$ cat src/rtl/div_pkg.sv
// Shared definitions for the unsigned-divider result collector.
package div_pkg;

    localparam int DIV_D_WIDTH = 8;

    typedef struct packed {
        logic [DIV_D_WIDTH-1:0] q;
        logic [DIV_D_WIDTH-1:0] s;
        logic                   div0;
        logic                   ovf;
    } div_result_t;

endpackage

$ cat src/rtl/div_collect_fifo.sv
// Result buffer for div_uu_collect: power-of-two depth, occupancy count output.
module div_collect_fifo import div_pkg::*; #(
    parameter int DEPTH = 4,
    parameter int WIDTH = 2 * DIV_D_WIDTH + 2
) (
    input  logic                       clk,
    input  logic                       rst_n,
    input  logic                       push,
    input  logic [WIDTH-1:0]           wdata,
    input  logic                       pop,
    output logic [WIDTH-1:0]           rdata,
    output logic [$clog2(DEPTH):0]     count
);

    localparam int AW = $clog2(DEPTH);
    localparam int CW = AW + 1;
    localparam logic [CW-1:0] FULL_C = CW'(DEPTH);

    logic [WIDTH-1:0] mem [DEPTH];
    logic [AW-1:0]    wptr;
    logic [AW-1:0]    rptr;
    logic             do_pop;

    assign do_pop = pop && (count != '0);
    assign rdata  = mem[rptr];

    always_ff @(posedge clk) begin
        if (!rst_n) begin
            wptr  <= '0;
            rptr  <= '0;
            count <= '0;
        end else begin
            if (push)
                wptr <= wptr + AW'(1);
            if (do_pop)
                rptr <= rptr + AW'(1);
            case ({push, do_pop})
                2'b10:   count <= count + CW'(1);
                2'b01:   count <= count - CW'(1);
                default: count <= count;
            endcase
        end
    end

    // Storage carries no reset; only pointers and count define what is valid.
    always_ff @(posedge clk) begin
        if (push)
            mem[wptr] <= wdata;
    end

    a_no_push_full: assert property (@(posedge clk) disable iff (!rst_n)
        !(push && (count == FULL_C)));

endmodule

$ cat src/rtl/div_uu_collect.sv
// Collects pipelined divider results into an in-order buffer with credit flow control.
// Optional macro DIV_COLLECT_ERR_CNT_EN enables the saturating div0|ovf counter on err_cnt.
module div_uu_collect import div_pkg::*; #(
    parameter int D_WIDTH    = DIV_D_WIDTH,
    parameter int LATENCY    = 9,
    parameter int FIFO_DEPTH = 4
) (
    input  logic               clk,
    input  logic               rst_n,
    input  logic               div_ena,
    input  logic               in_valid,
    output logic               in_ready,
    input  logic [D_WIDTH-1:0] q,
    input  logic [D_WIDTH-1:0] s,
    input  logic               div0,
    input  logic               ovf,
    output logic               out_valid,
    input  logic               out_ready,
    output logic [D_WIDTH-1:0] out_q,
    output logic [D_WIDTH-1:0] out_s,
    output logic               out_div0,
    output logic               out_ovf,
    output logic [7:0]         err_cnt
);

    localparam int CW = $clog2(FIFO_DEPTH) + 1;
    localparam int RW = 2 * D_WIDTH + 2;
    localparam logic [CW:0] DEPTH_C = (CW + 1)'(FIFO_DEPTH);

    logic [CW-1:0]      fifo_count;
    logic [CW-1:0]      inflight;
    logic [CW:0]        credit_used;
    logic               accept;
    logic               capture;
    logic               acc_p0;
    logic [LATENCY-1:0] vld_sr;
    logic [RW-1:0]      head;

    assign credit_used = {1'b0, fifo_count} + {1'b0, inflight};
    assign in_ready    = div_ena && (credit_used < DEPTH_C);
    assign accept      = in_valid && in_ready;
    assign capture     = vld_sr[LATENCY-1] && div_ena;

    // acc_p0 marks the divider's operand-sample edge; vld_sr then counts the
    // LATENCY ena-qualified edges until q/s are valid on the divider outputs.
    always_ff @(posedge clk) begin
        if (!rst_n) begin
            acc_p0 <= 1'b0;
            vld_sr <= '0;
        end else if (div_ena) begin
            acc_p0 <= accept;
            vld_sr <= (vld_sr << 1) | LATENCY'(acc_p0);
        end
    end

    always_ff @(posedge clk) begin
        if (!rst_n)
            inflight <= '0;
        else begin
            case ({accept, capture})
                2'b10:   inflight <= inflight + CW'(1);
                2'b01:   inflight <= inflight - CW'(1);
                default: inflight <= inflight;
            endcase
        end
    end

    div_collect_fifo #(
        .DEPTH (FIFO_DEPTH),
        .WIDTH (RW)
    ) u_fifo (
        .clk   (clk),
        .rst_n (rst_n),
        .push  (capture),
        .wdata ({q, s, div0, ovf}),
        .pop   (out_valid && out_ready),
        .rdata (head),
        .count (fifo_count)
    );

    // Head is masked while empty so the outputs read zero out of reset.
    assign out_valid = (fifo_count != '0);
    assign {out_q, out_s, out_div0, out_ovf} = out_valid ? head : '0;

`ifdef DIV_COLLECT_ERR_CNT_EN
    logic [7:0] err_cnt_r;

    always_ff @(posedge clk) begin
        if (!rst_n)
            err_cnt_r <= 8'd0;
        else if (capture && (div0 || ovf) && (err_cnt_r != 8'hFF))
            err_cnt_r <= err_cnt_r + 8'd1;
    end

    assign err_cnt = err_cnt_r;
`else
    assign err_cnt = 8'd0;
`endif

endmodule

$ cat config.mk
export PLATFORM = sky130hd
export DESIGN_NAME = div_uu_collect
export DESIGN_NICKNAME = d
export VERILOG_FILES = /design/src/rtl/div_pkg.sv /design/src/rtl/div_collect_fifo.sv /design/src/rtl/div_uu_collect.sv
export SDC_FILE = /design/constraint.sdc
export NUM_CORES = 1
export LEC_CHECK = 0
export ABC_AREA = 1
export BUFFER_PORTS_ARGS = -buffer_cell sky130_fd_sc_hd__clkbuf_2
export CAP_MARGIN = 10
export CORE_ASPECT_RATIO = 0.6
export CORE_MARGIN = 10
export CORE_UTILIZATION = 40
export CTS_BUF_LIST = sky130_fd_sc_hd__clkbuf_16
export DETAILED_ROUTE_END_ITERATION = 6
export GPL_TIMING_DRIVEN = 0
export PLACE_DENSITY = 0.64
export SYNTH_ARGS = -nofsm -noshare
export SYNTH_HDL_FRONTEND = slang
export SYNTH_SLANG_ARGS = --single-unit
export TNS_END_PERCENT = 10
$ cat constraint.sdc
create_clock -name clk -period 4.8 [get_ports clk]
set_input_delay 0 -clock clk [delete_from_list [all_inputs] [get_ports clk]]
set_output_delay 0 -clock clk [all_outputs]
set_load 0.01 [all_outputs]
### After elaboration in Yosys (flattened, before gate mapping)

Memories as Yosys holds them, arrays and structs flattened. A register that Yosys moved wholly into a read port is not among the register bits.
Cells that the tools add are included.

* bits in writable memories: 72
* bits of input ports: 23
* word-level logic and storage cells: 35
* memories: 1
* output and inout port bits: 28
* bits in registers: 20

Memory list
* u_fifo.mem: words 4, width 18, rd ports 1, clocked after Yosys merged registers in 1, wr ports 1, RTL line div_collect_fifo.sv:19 `logic [WIDTH-1:0] mem [DEPTH];`

* multiplexer cells: 7
* add/subtract/negate cells: 7
* equal/unequal tests: 4
* reductions and logical operators: 8
* order comparisons: 1
* bitwise logic cells: 1

Operators with widths (number)
* $mux 18: 1
* $pmux 3 s2: 2
* $or 9x1->9: 1
* $add 3x1->3 const B: 2
* $sub 3x1->3 const B: 2
* $logic_and 1x1->1: 5
* $add 2x1->2 const B: 2
* $add 3x3->4: 1
* $eq 2x1->1 const B: 2
* $eq 2x2->1 const B: 2
* $lt 4x3->1 const B: 1
* $mux 2: 2
* $reduce_bool 2->1: 2
* $reduce_bool 3->1: 1
* $mux 1: 2

### Logic depth before layout (Yosys ltp)

Gate-level depths: netlist of the first run.

* depth after elaboration: 6
* gate-level depth with buffers: 14
* mapped depth without buffers: 14

### Modules after synthesis

From an unflattened synthesis of the first run, not the netlist that was laid out.

* cell total of the unflattened synthesis: 364
* area total of the unflattened synthesis: 3991.3 um^2

By module, submodules not included
* div_collect_fifo: area each 3164.3 um^2, instances 1, seq. area each 2342.2 um^2, cells an instance 235
* div_uu_collect: area each 827.0 um^2, instances 1, seq. area each 260.2 um^2, cells an instance 129

### Worst setup path before layout of the first run

OpenSTA, ideal clock, no wires.

* path kind: register to register
* start: reg u_fifo.wptr[0]
* end: mem u_fifo.mem[2][0] in the netlist's numbering (enable)
* setup time: 0.393 ns
* clock period less this slack: 1.760 ns
* path slack: 3.040 ns
* path buffers: 0
* data arrival time: 1.368 ns
* data required time: 4.407 ns
* stages on the path, launching flop included: 5
* path through: dfxtp_1 > inv_1 > ha_1 > inv_1 > nor2_1

RTL lines
* start: declaration: RTL line div_collect_fifo.sv:20 `logic [AW-1:0] wptr;`
* start signal: assignment: RTL line div_collect_fifo.sv:34 `wptr <= wptr + AW'(1);`
* end: declaration: RTL line div_collect_fifo.sv:19

No word-level cell before the write port.

### Worst setup path after layout of the first run

* start: reg u_fifo.count[1]
* end: reg inflight[2]

* word-level cells in the longest chain between the ends: 6
* elaborated cells on any way between the ends: 8
* classes of those cells: 1 x add/sub; 1 x order compare; 2 x eq/ne; 1 x mux; 3 x reduce/logical

Ends and longest elaborated chain
* start: declaration: RTL line div_collect_fifo.sv:12 `output logic [$clog2(DEPTH):0] count`
* start signal: assignment: RTL line div_collect_fifo.sv:38 `2'b10: count <= count + CW'(1);`
* start signal: assignment: RTL line div_collect_fifo.sv:39 `2'b01: count <= count - CW'(1);`
* start signal: assignment: RTL line div_collect_fifo.sv:40 `default: count <= count;`
* $add 3x3->4 (*): RTL line div_uu_collect.sv:39 `assign credit_used = {1'b0, fifo_count} + {1'b0, inflight};`
* $lt 4x3->1 (*): RTL line div_uu_collect.sv:40 `assign in_ready = div_ena && (credit_used < DEPTH_C);`
* $logic_and 1x1->1 (*): RTL line div_uu_collect.sv:40
* $logic_and 1x1->1 (*): RTL line div_uu_collect.sv:41 `assign accept = in_valid && in_ready;`
* $eq 2x1->1 / $eq 2x2->1 (equally long branches): RTL line div_uu_collect.sv:60 `case ({accept, capture})`
* $pmux 3 s2 / $reduce_bool 2->1 (equally long branches)
* end signal: assignment: RTL line div_uu_collect.sv:61 `2'b10: inflight <= inflight + CW'(1);`
* end signal: assignment: RTL line div_uu_collect.sv:62 `2'b01: inflight <= inflight - CW'(1);`
* end signal: assignment: RTL line div_uu_collect.sv:63 `default: inflight <= inflight;`
* end: declaration: RTL line div_uu_collect.sv:31 `logic [CW-1:0] inflight;`

Every way passes the cells marked *; elsewhere a longest branch is shown, timed or not.
A chain may end at the register's enable or synchronous reset.

==> summary.txt, run 1 <==
Clocking
  • Worst-Skew Late Latency: 0.35 ns
  • CTS buffer count: 9
  • Clk buf depth: 2
  • CTS clk-pin slew, worst paths: ~0.07 ns
  • CTS H-tree depth: 3
  • Clock tree sinks: 94
  • Root Driver: clkbuf_16
  • CTS tree: done
  • Post_cts resized: 0

Worst setup path
  • Worst Path Class, Setup: register to register
  • Slowest stage cell, crit path: fa_1
  • FF-to-FF Start: u_fifo.count[1]
  • Arrival time at the worst endpoint: between 2 and 2.5 ns
  • Critical path origin: u_fifo.count[1]
  • CP max stage delay: around 0.38 ns
  • FF-to-FF path depth: 12
  • Worst r2r dst: inflight[2]
  • CP startpoint kind: register
  • Peak fanout along the critical path: 4
  • Worst Path Required: around 5.0 ns
  • Reg2reg setup slack: 2.84 ns
  • Nature of the critical path endpoint: register
  • Crit-path cells: ha_1, nand3_1, nand3_1, ha_1, inv_1, fa_1, inv_1, nand2_1, nand3_1, nand2_1, nand2_1, nor2_1

Floorplan
  • Die area: around 0.014 sq mm
  • Core area: ~0.01 sq mm
  • Core Rows: 28
  • # IOs: ~50
  • DIE WIDTH: 149 um
  • Die height: 97.2 um
  • Initial core utilization: 40.7%

Layout
  • Final core occ: between 50% and 60%
  • Layout cells sized above 1: 22.1%
  • Fill count: approximately 850
  • Area of the multi-input gates: 0.00110 sq mm
  • Final nets: between 400 and 500
  • Layout Area Growth over Synthesis: 25.2%
  • Ant. Diodes: 0
  • Register area: between 0.002 and 0.003 sq mm

Power
  • Worst vdd ir: roughly 240 uV
  • Combinational Power Share: between 20% and 30%
  • Sequential share of power: ~42%
  • Internal power: ~1500 uW
  • Clock power share: roughly a third
  • Lkg Pwr: 0.00196 uW
  • Net Sw Frac: a little over 30%
  • Sw power: ~660 uW
  • Pwr dens: around 440 mW/mm^2

Detailed routing
  • DRT antenna net count: 0
  • Final wirelength: between 8 and 9 mm
  • Detailed Route Iter0 Violations: 181
  • WL/cell: between 10 and 15 um
  • Total vias in the final route: between 2k and 3k
  • DR pass1 iterations: 5
  • DRC viols: 0
  • Drt via density: approximately 4.6

Logic synthesis
  • Synth area leader: edfxtp_1
  • FF+latch count, synth: 94
  • Share of the synthesized area in the top cell type: ~54%
  • Syn. warnings: 0
  • FFs w/ async S/R, synth: 0%
  • Primary FF master, synth: edfxtp_1
  • Synth cell types: 26
  • Syn_area_per_cell: 11.0 sq um
  • Netlist Area Pre-Place: around 0.004 sq mm
  • Register area share after synthesis: about two thirds
  • EDFF count, synth: 72
  • Gate Count Post-Synth: about 360
  • Synth area leaders: edfxtp_1, dfxtp_1, nor2_1, o21ai_1, o21ai_0

Global routing
  • Global route overflow: 0
  • First-pass GRT wire length: between 10 and 15 mm
  • Initial antenna violation count: 0
  • Global Route Usage Sum: about an eighth
  • Vias in the first global route: between 2k and 3k
  • Largest net degree at the start of global routing: 18

STA
  • Final min period: ~2.0 ns
  • Final setup vio count: 0
  • Clock skew: 0.00647 ns
  • Final period utilization: around two fifths
  • FMAX: 509 MHz
  • Final setup TNS: 0 ns
  • Fin. max-slew vios: 0
  • RSZ-0062 raised after global routing: false
  • Final hold viol count: 0

Worst hold path
  • Worst hold stages: 5
  • Hold Path Class: primary input to register
  • End of the worst hold path: acc_p0
  • HP Start: div_ena

Placement
  • GPL Wtd Cong: a little under 0.8
  • Post-DP HPWL: ~5.8 mm
  • Buffers added on ports: a little over 40

Outcome
  • Status: complete, no violations

Flow run
  • Max Cap Violations: 0
registers in the layout (all words and copies together) (netlist names), named ones only:
register	flops
inflight	3
vld_sr	9
u_fifo.wptr	2
u_fifo.count	3
acc_p0	1
u_fifo.mem	72
u_fifo.rptr	2
per-layer routing:
| metal | track usage (%) | vias up | part of all wire [%] |
|---|---|---|---|
| li1 | - | 1369 | - |
| met1 | 14.9 | 1227 | 43 |
| met2 | 18.2 | 83 | 46 |
| met3 | 4.37 | 8 | 10 |
| met4 | 4.13 | 0 | 1.3 |
| met5 | 0 | - | 0 |
worst max path at each step:
stage / endpoint / cells past startpoint
floorplan: u_fifo.mem[2][0] / 4
global placement: u_fifo.mem[2][12] / 4
detailed placement: inflight[2] / 12
CTS: inflight[2] / 12
global route: inflight[2] / 12
finish: inflight[2] / 12
power by group through the flow:
stage / registers (uW) / clock network [uW] / logic [uW]
after CTS: 923 / 729 / 555
final: 923 / 713 / 547
after global placement: 940 / 0 / 526
after global routing: 927 / 761 / 610
after detailed placement: 940 / 0 / 539
after floorplan: 936 / 0 / 351
cell families (layout without fill, tap and decap cells):
group | count (synthesis) | after routing | share of synthesized area [%]
adders and majority gates | 10 | 10 | 3.52
DFF | 94 | 94 | 65.4
AOI/OAI and AO/OA | 77 | 77 | 10.2
and+or+nand+nor | 129 | 129 | 12.9
buffers and inverters | 52 | 134 | 7.93
other | 1 | 8 | 0.0943
critical path: cells and delay by family, from the launching register on:
family	cells	cell delay [ns]
adders and majority gates	3	0.85
buffers and inverters	2	0.14
DFF	1	0.35
and+or+nand+nor	7	0.52
cells in the final DEF, fill, tap and decap left out, types with 9 or more instances in the layout:
cell / count
inv_1: 26
clkbuf_16: 9
clkbuf_2: 43
a21oi_1: 21
dfxtp_1: 22
edfxtp_1: 72
dlygate4sd3_1: 21
nor2_1: 96
nand2_1: 17
o21ai_0: 22
o21ai_1: 29
timing repair:
item                                   in CTS  in global routing
endpoints found under the hold margin      81                  0
hold buffers                               21                  0
buffers inserted                            0                  0
layout make-up:
class                           instances  area share [%]
Clock inverter                          7            1.66
Multi-Input combinational cell        224            22.0
Inverter                               30            2.41
Clock buffer                            9            4.52
Timing Repair Buffer                   66            9.80
Tap cell                              135            3.39
Sequential cell                        94            52.3
Buffer                                 22            3.92
Yosys cell counts, types with 3 or more instances:
library cell and n:
buf_6 8, nor2_1 100, nand2_1 17, nor2_2 3
o21ai_1 29, inv_1 26, buf_2 3, nand3_1 6
a21oi_1 21, ha_1 8, edfxtp_1 72, dfxtp_1 22
o21ai_0 22, buf_4 8, a21oi_2 5
per-stage QoR:
stage	cells	hold WS [ns]	setup slack, ns	power, uW	instance area (sq um)
floorplan	370	0.0989	3.04	1290	4000
global placement	546	0.219	2.48	1470	4380
detailed placement	550	0.223	2.88	1480	4460
CTS	587	0.100	2.86	2210	4980
global route	587	0.121	2.66	2300	4980
finish	587	0.110	2.84	2180	4980
Power figures use the tool's default switching activity.
==> run 2, diff against run 1 <==
--- a/config.mk
+++ b/config.mk
@@ -5,7 +5,7 @@
 export SDC_FILE = /design/constraint.sdc
 export NUM_CORES = 1
 export LEC_CHECK = 0
-export ABC_AREA = 1
+export ABC_AREA = 0
 export BUFFER_PORTS_ARGS = -buffer_cell sky130_fd_sc_hd__clkbuf_2
 export CAP_MARGIN = 10
 export CORE_ASPECT_RATIO = 0.6
@@ -14,7 +14,7 @@
 export CTS_BUF_LIST = sky130_fd_sc_hd__clkbuf_16
 export DETAILED_ROUTE_END_ITERATION = 6
 export GPL_TIMING_DRIVEN = 0
-export PLACE_DENSITY = 0.64
+export PLACE_DENSITY = 0.66
 export SYNTH_ARGS = -nofsm -noshare
 export SYNTH_HDL_FRONTEND = slang
 export SYNTH_SLANG_ARGS = --single-unit
==> constraint.sdc (replaced) <==
create_clock -name clk -period 1.7 [get_ports clk]
set_input_delay 0 -clock clk [delete_from_list [all_inputs] [get_ports clk]]
set_output_delay 0 -clock clk [all_outputs]
set_load 0.01 [all_outputs]
==> run 2 against run 1 <==
  * The run now ends with negative setup slack left
  * Via count fell by 21%
  * Global-route usage fell by 0.79 points
  * Power rose by 100%
  * Design area fell by 2.5%
  * Sequential power rose to 2.7 times the previous value
  * Critical path depth fell by 3
  * Synthesized cell count fell by 36%
  * Largest power group unchanged
  * Worst hold slack got worse by 0.081 ns
  * Highest routed layer unchanged
  * Clock power rose by 140%
  * Wire length fell by 11%
==> summary.txt, run 2 <==
Outcome
  • Status: complete, but fails checks
  • Violated checks: negative setup slack

Logic synthesis
  • Synth cell types: 28
  • Syn_area_per_cell: 16.6 sq um
  • Register area share after synthesis: about two thirds
  • Most frequent cell after synthesis: edfxtp_1
  • Share of the synthesized area in the top cell type: 56.3%
  • EDFF count, synth: 72
  • Netlist Area Pre-Place: ~0.0038 sq mm
  • FFs w/ async S/R, synth: 0%
  • Synth area leader: edfxtp_1
  • Primary FF master, synth: edfxtp_1
  • FF+latch count, synth: 94
  • Synth area leaders: edfxtp_1, dfxtp_1, mux4_2, nor2b_1, ha_1
  • Post-synth top cells: edfxtp_1, nor2b_1, dfxtp_1
  • Gate Count Post-Synth: roughly 230
  • Syn. warnings: 0

Floorplan
  • Die height: 95.9 um
  • Initial core utilization: approximately two fifths
  • Core Rows: 27
  • # IOs: between 50 and 60
  • Die area: 0.0140 sq mm
  • DIE WIDTH: 146 um
  • Core area: 0.00926 sq mm

Detailed routing
  • Total vias in the final route: approximately 2.1k
  • WL/cell: approximately 17 um
  • DRC viols: 0
  • Detailed Route Iter0 Violations: 150
  • DRT antenna net count: 0
  • DR pass1 iterations: 4
  • Final wirelength: approximately 7.4 mm
  • Drt via density: 4.73

Global routing
  • First-pass GRT wire length: 11.8 mm
  • Global route overflow: 0
  • Global Route Usage Sum: 11.0%
  • Vias in the first global route: ~2.2k
  • Largest net degree at the start of global routing: 19
  • Initial antenna violation count: 0

Worst setup path
  • CP bufs+invs: 1
  • Worst Path Required: ~2 ns
  • Worst Path Class, Setup: register to register
  • CP startpoint kind: register
  • Nature of the critical path endpoint: register
  • Slowest stage cell, crit path: or4b_4
  • CP delay by family, top: simple AND/OR/NAND/NOR gates
  • Peak fanout along the critical path: 2
  • Critical path origin: u_fifo.count[2]
  • CP max stage delay: 0.48 ns
  • Crit-path cells: ha_4, or4b_4, a311o_1, ha_2, inv_2, fa_2, xor2_1, or3_1, a21boi_1
  • FF-to-FF Start: u_fifo.count[2]
  • Arrival time at the worst endpoint: around 2.6 ns

STA
  • Clock skew: a little under 0.008 ns
  • WHS: between 0.02 and 0.03 ns
  • Setup ws final: -0.670 ns
  • Fin. max-slew vios: 0
  • FMAX: ~420 MHz
  • Final period utilization: 139%
  • Worst Tran Pin Value: about 0.52 ns
  • Slew HR: between 60% and 70%
  • Final hold viol count: 0
  • Final setup vio count: 12
  • Final min period: 2.37 ns
  • RSZ-0062 raised after global routing: true

Placement
  • Buffers added on ports: 41
  • GPL Wtd Cong: roughly 0.75
  • Post-DP HPWL: a little under 5 mm

Layout
  • Layout Area Growth over Synthesis: 26.5%
  • Final nets: roughly 350
  • Area of the multi-input gates: ~0.0012 sq mm
  • Largest Register: u_fifo.mem
  • Layout cells sized above 1: between 30 and 40%
  • Commonest cells after routing, fill and taps aside: edfxtp_1, clkbuf_2, nor2b_1
  • Most common cell after layout, fill and taps aside: edfxtp_1
  • Fill count: ~790
  • Regs by FF count: u_fifo.mem: 72 flops, vld_sr: 9 flops
  • Max reg flops: around 70
  • Register area: 0.00262 sq mm
  • Ant. Diodes: 0

Clocking
  • Root Driver: clkbuf_16
  • CTS buffer count: 9
  • Clock tree sinks: 94
  • CTS tree: done
  • CTS clk-pin slew, worst paths: 0.06 ns
  • CTS H-tree depth: 3
  • Worst-Skew Late Latency: between 0.3 and 0.4 ns
  • Clk buf depth: 2

Power
  • Overall Power: 4370 uW
  • Pwr dens: between 800 and 900 mW/mm^2
  • Lkg Pwr: roughly 0.0017 uW
  • Worst vdd ir: about 640 uV

Worst hold path
  • HP Start: div_ena
  • Hold Path Class: primary input to register

Flow run
  • Max Cap Violations: 0
## run 2: timing repair
item	4_1_cts	5_1_grt
buffers inserted	5	1
pin swaps	5	3
hold buffers	18	0
endpoints found under the setup margin	100	25
resized for setup	34	9
gates cloned	1	0
hold endpoints to repair	72	0
## run 2: per-stage QoR
| step | util (%) | area (sq um) | cells | setup TNS, ns | worst slack, ns |
|---|---|---|---|---|---|
| 4_1_cts | 52.2 | 4830 | 448 | -2.61 | -0.721 |
| 6_report | 52.5 | 4860 | 449 | -2.17 | -0.670 |
| 2_1_floorplan | - | 3860 | 238 | -1.92 | -0.679 |
| 5_1_grt | 52.5 | 4860 | 449 | -3.56 | -0.762 |
| 3_5_place_dp | 45.7 | 4230 | 409 | -16.43 | -0.837 |
| 3_3_place_gp | 45.7 | 4230 | 409 | -14.29 | -0.784 |
## run 2: metal layers
layer | up-vias | global-route usage (%) | routed length (um)
met5 | - | 0 | 0
met4 | 0 | 4.31 | 85
li1 | 1005 | - | -
met3 | 7 | 3.70 | 362
met2 | 57 | 16.9 | 3470
met1 | 1054 | 14.3 | 3500
## run 2: layout make-up
type                       count  area share, %
sequential                    94           53.9
multi-input combinational    115           24.1
timing repair buffer          66           9.77
clock buffer                   9           4.64
tap                          130           3.35
buffer                        17           2.76
inverter                      11          0.850
clock inverter                 7          0.670
## run 2: logic make-up (layout without fill, tap and decap cells)
logic type | count (synthesis) | in the layout | share of synthesized area [%]
compound gates | 14 | 14 | 2.41
xor+xnor | 5 | 5 | 1.14
fa+ha+maj | 10 | 10 | 3.65
buf+inv | 29 | 110 | 3.88
flops | 94 | 94 | 67.8
mux | 27 | 27 | 12.9
other cells | 1 | 8 | 0.0977
simple gates | 51 | 51 | 8.09
## run 2: final timing paths
path	slack [ns]	endpoint	cells past startpoint
worst min register to register	0.49	register	2
worst min-delay path	0.03	vld_sr[8]	3
worst max-delay path	-0.67	inflight[2]	9
worst max register to register	-0.67	inflight[2]	9
## run 2: tightest hold or removal path: stages
cell and delay, ns:
buf_4 0.15, mux2i_1 0.08, nor2b_1 0.09
## run 2: report_power, final
part / switching (uW) / internal, uW
registers: 5.27 / 2470
logic: 70.3 / 84.9
clock network: 773 / 963
total: 849 / 3520
==> run 3, diff against run 2 <==
--- a/config.mk
+++ b/config.mk
@@ -18,4 +18,3 @@
 export SYNTH_ARGS = -nofsm -noshare
 export SYNTH_HDL_FRONTEND = slang
 export SYNTH_SLANG_ARGS = --single-unit
-export TNS_END_PERCENT = 10
==> run 3 against run 2 <==
  * The run still ends with negative setup slack left
  * Clock skew is 0.0022 ns lower
  * Design area is 6.1% higher
  * Setup slack better by 0.030 ns
  * Non-clock buffer count is 7 higher
  * Worst hold slack better by 0.00097 ns
  * First-iteration DRC count is 19% lower
  * Sequential share of layout area is 3.1 points lower
  * Flip-flop and latch count stayed put
  * Die area stayed put
  * Clock power is 20% higher
  * Critical path type unchanged
  * Critical endpoint unchanged
==> summary.txt, run 3 (synthesized netlist as in run 2, its figures left out) <==
Worst setup path
  • Arrival time at the worst endpoint: 2.61 ns
  • Worst Path Class, Setup: register to register
  • CP startpoint kind: register
  • Nature of the critical path endpoint: register
  • Slowest stage cell, crit path: or4b_4
  • CP dominant cell by count: ha_4
  • CP bufs+invs: 1
  • CP max stage delay: ~0.48 ns
  • Crit-path cells: ha_4, or4b_4, a311o_1, ha_4, buf_4, xor2_1, or3_1, a21boi_1
  • Worst Path Required: a little under 2 ns
  • Peak fanout along the critical path: 2
  • CP delay by family, top: simple AND/OR/NAND/NOR gates

STA
  • Slew HR: roughly two thirds
  • Final min period: about 2.3 ns
  • Setup ws final: -0.640 ns
  • Final period utilization: 138%
  • Final setup vio count: 8
  • Clock skew: about 0.0055 ns
  • Fin. max-slew vios: 0
  • FMAX: 427 MHz
  • Worst Tran Pin Value: about 0.51 ns
  • RSZ-0062 raised after global routing: true
  • Final hold viol count: 0

Power
  • Lkg Pwr: 0.00188 uW
  • Worst vdd ir: around 550 uV
  • Pwr dens: 914 mW/mm^2
  • Overall Power: between 4000 and 5000 uW

Floorplan
  • DIE WIDTH: 146 um
  • Die area: 0.0140 sq mm
  • Core Rows: 27
  • # IOs: a little over 50
  • Die height: between 90 and 100 um
  • Core area: between 0.009 and 0.01 sq mm
  • Initial core utilization: 41.5%

Outcome
  • Status: complete, but fails checks
  • Violated checks: negative setup slack

Detailed routing
  • Total vias in the final route: 2153
  • DRC viols: 0
  • Detailed Route Iter0 Violations: roughly 120
  • WL/cell: approximately 17 um
  • Drt via density: around 4.7
  • Final wirelength: around 7.7 mm
  • DR pass1 iterations: 4
  • DRT antenna net count: 0

Layout
  • Regs by FF count: u_fifo.mem: 72 flops, vld_sr: 9 flops
  • Max reg flops: between 70 and 80
  • Largest Register: u_fifo.mem
  • Commonest cells after routing, fill and taps aside: edfxtp_1, clkbuf_2, buf_4, mux4_2, dlygate4sd3_1
  • Layout Area Growth over Synthesis: 34.3%
  • Final nets: about 350
  • Final core occ: between 50 and 60%
  • Final Cell Area: between 0.005 and 0.006 sq mm
  • Most common cell after layout, fill and taps aside: edfxtp_1
  • Fill count: between 700 and 800
  • Layout cells sized above 1: between 40% and 50%
  • Ant. Diodes: 0

Clocking
  • CTS buffer count: 9
  • CTS H-tree depth: 3
  • Clk buf depth: 2
  • Worst-Skew Late Latency: 0.34 ns
  • Root Driver: clkbuf_16
  • CTS tree: done
  • Clock tree sinks: 94
  • CTS clk-pin slew, worst paths: approximately 0.060 ns

Global routing
  • First-pass GRT wire length: 12.1 mm
  • Global route overflow: 0
  • Global Route Usage Sum: roughly 11%
  • Vias in the first global route: 2279
  • Largest net degree at the start of global routing: 19
  • Initial antenna violation count: 0

Placement
  • Placement Cell Area: roughly 0.0042 sq mm
  • Setup WS pre-CTS: -0.761 ns
  • Post-DP HPWL: 4.97 mm
  • Buffers added on ports: a little over 40
  • GPL Wtd Cong: 0.723

Worst hold path
  • Hold Path Class: primary input to register

Flow run
  • Max Cap Violations: 0
## run 3: cell types whose count changed in the layout (fill, tap and decap cells not counted), sizes merged
cell / before / now
clkinv: 5 / 3
inv: 12 / 11
clkinvlp: 1 / 2
buf: 21 / 41
bufinv: 0 / 2
clkbuf: 53 / 40
## run 3: area by class of cell
type	instances	area (sq um)	area share [%]
buffer	17	156	3.03
timing repair buffer	73	607	11.8
sequential	94	2620	50.7
clock inverter	7	88.8	1.72
multi-input combinational	115	1260	24.4
inverter	11	41.3	0.801
clock buffer	9	225	4.37
tap	130	163	3.16
## run 3: final timing paths
check                   from     endpoint  slack (ns)  cells past startpoint
min                  div_ena    vld_sr[8]        0.03                      3
max reg2reg  u_fifo.count[2]  inflight[2]       -0.64                      8
min reg2reg           acc_p0       acc_p0        0.49                      2
max          u_fifo.count[2]  inflight[2]       -0.64                      8
## run 3: report_power, final
part           total, uW  switching (uW)  internal, uW
Sequential          2480            5.57          2470
Clock               2080             800          1280
Combinational        158            71.7          86.7
Total               4710             877          3830
## run 3: worst min-delay path, delay by kind of cell
kind	cells	cell delay, ns
simple gates	1	0.09
mux	1	0.08
buf+inv	1	0.15
## run 3: timing repair
item | in CTS | in global routing
pin swaps | 4 | 4
setup buffers | 7 | 7
gates resized for setup | 40 | 52
setup endpoints to repair | 100 | 25
hold buffers | 18 | 0
endpoints found under the hold margin | 72 | 0
gates cloned | 1 | 0
## run 3: metrics by stage
step,hold slack [ns],TNS [ns],cells
finish,0.0300,-2.15,456
global route,0.0342,-3.47,456
detailed placement,0.229,-15.97,409
floorplan,0.0989,-1.75,238
global placement,0.220,-13.51,409
CTS,0.0220,-2.75,450
## run 3: per-layer routing
| metal | up-vias | part of all wire [%] | track usage [%] |
|---|---|---|---|
| met5 | - | 0 | 0 |
| met3 | 8 | 5.7 | 4.12 |
| li1 | 1026 | - | - |
| met1 | 1060 | 47 | 14.4 |
| met2 | 59 | 46 | 17.4 |
| met4 | 0 | 1.2 | 4.15 |
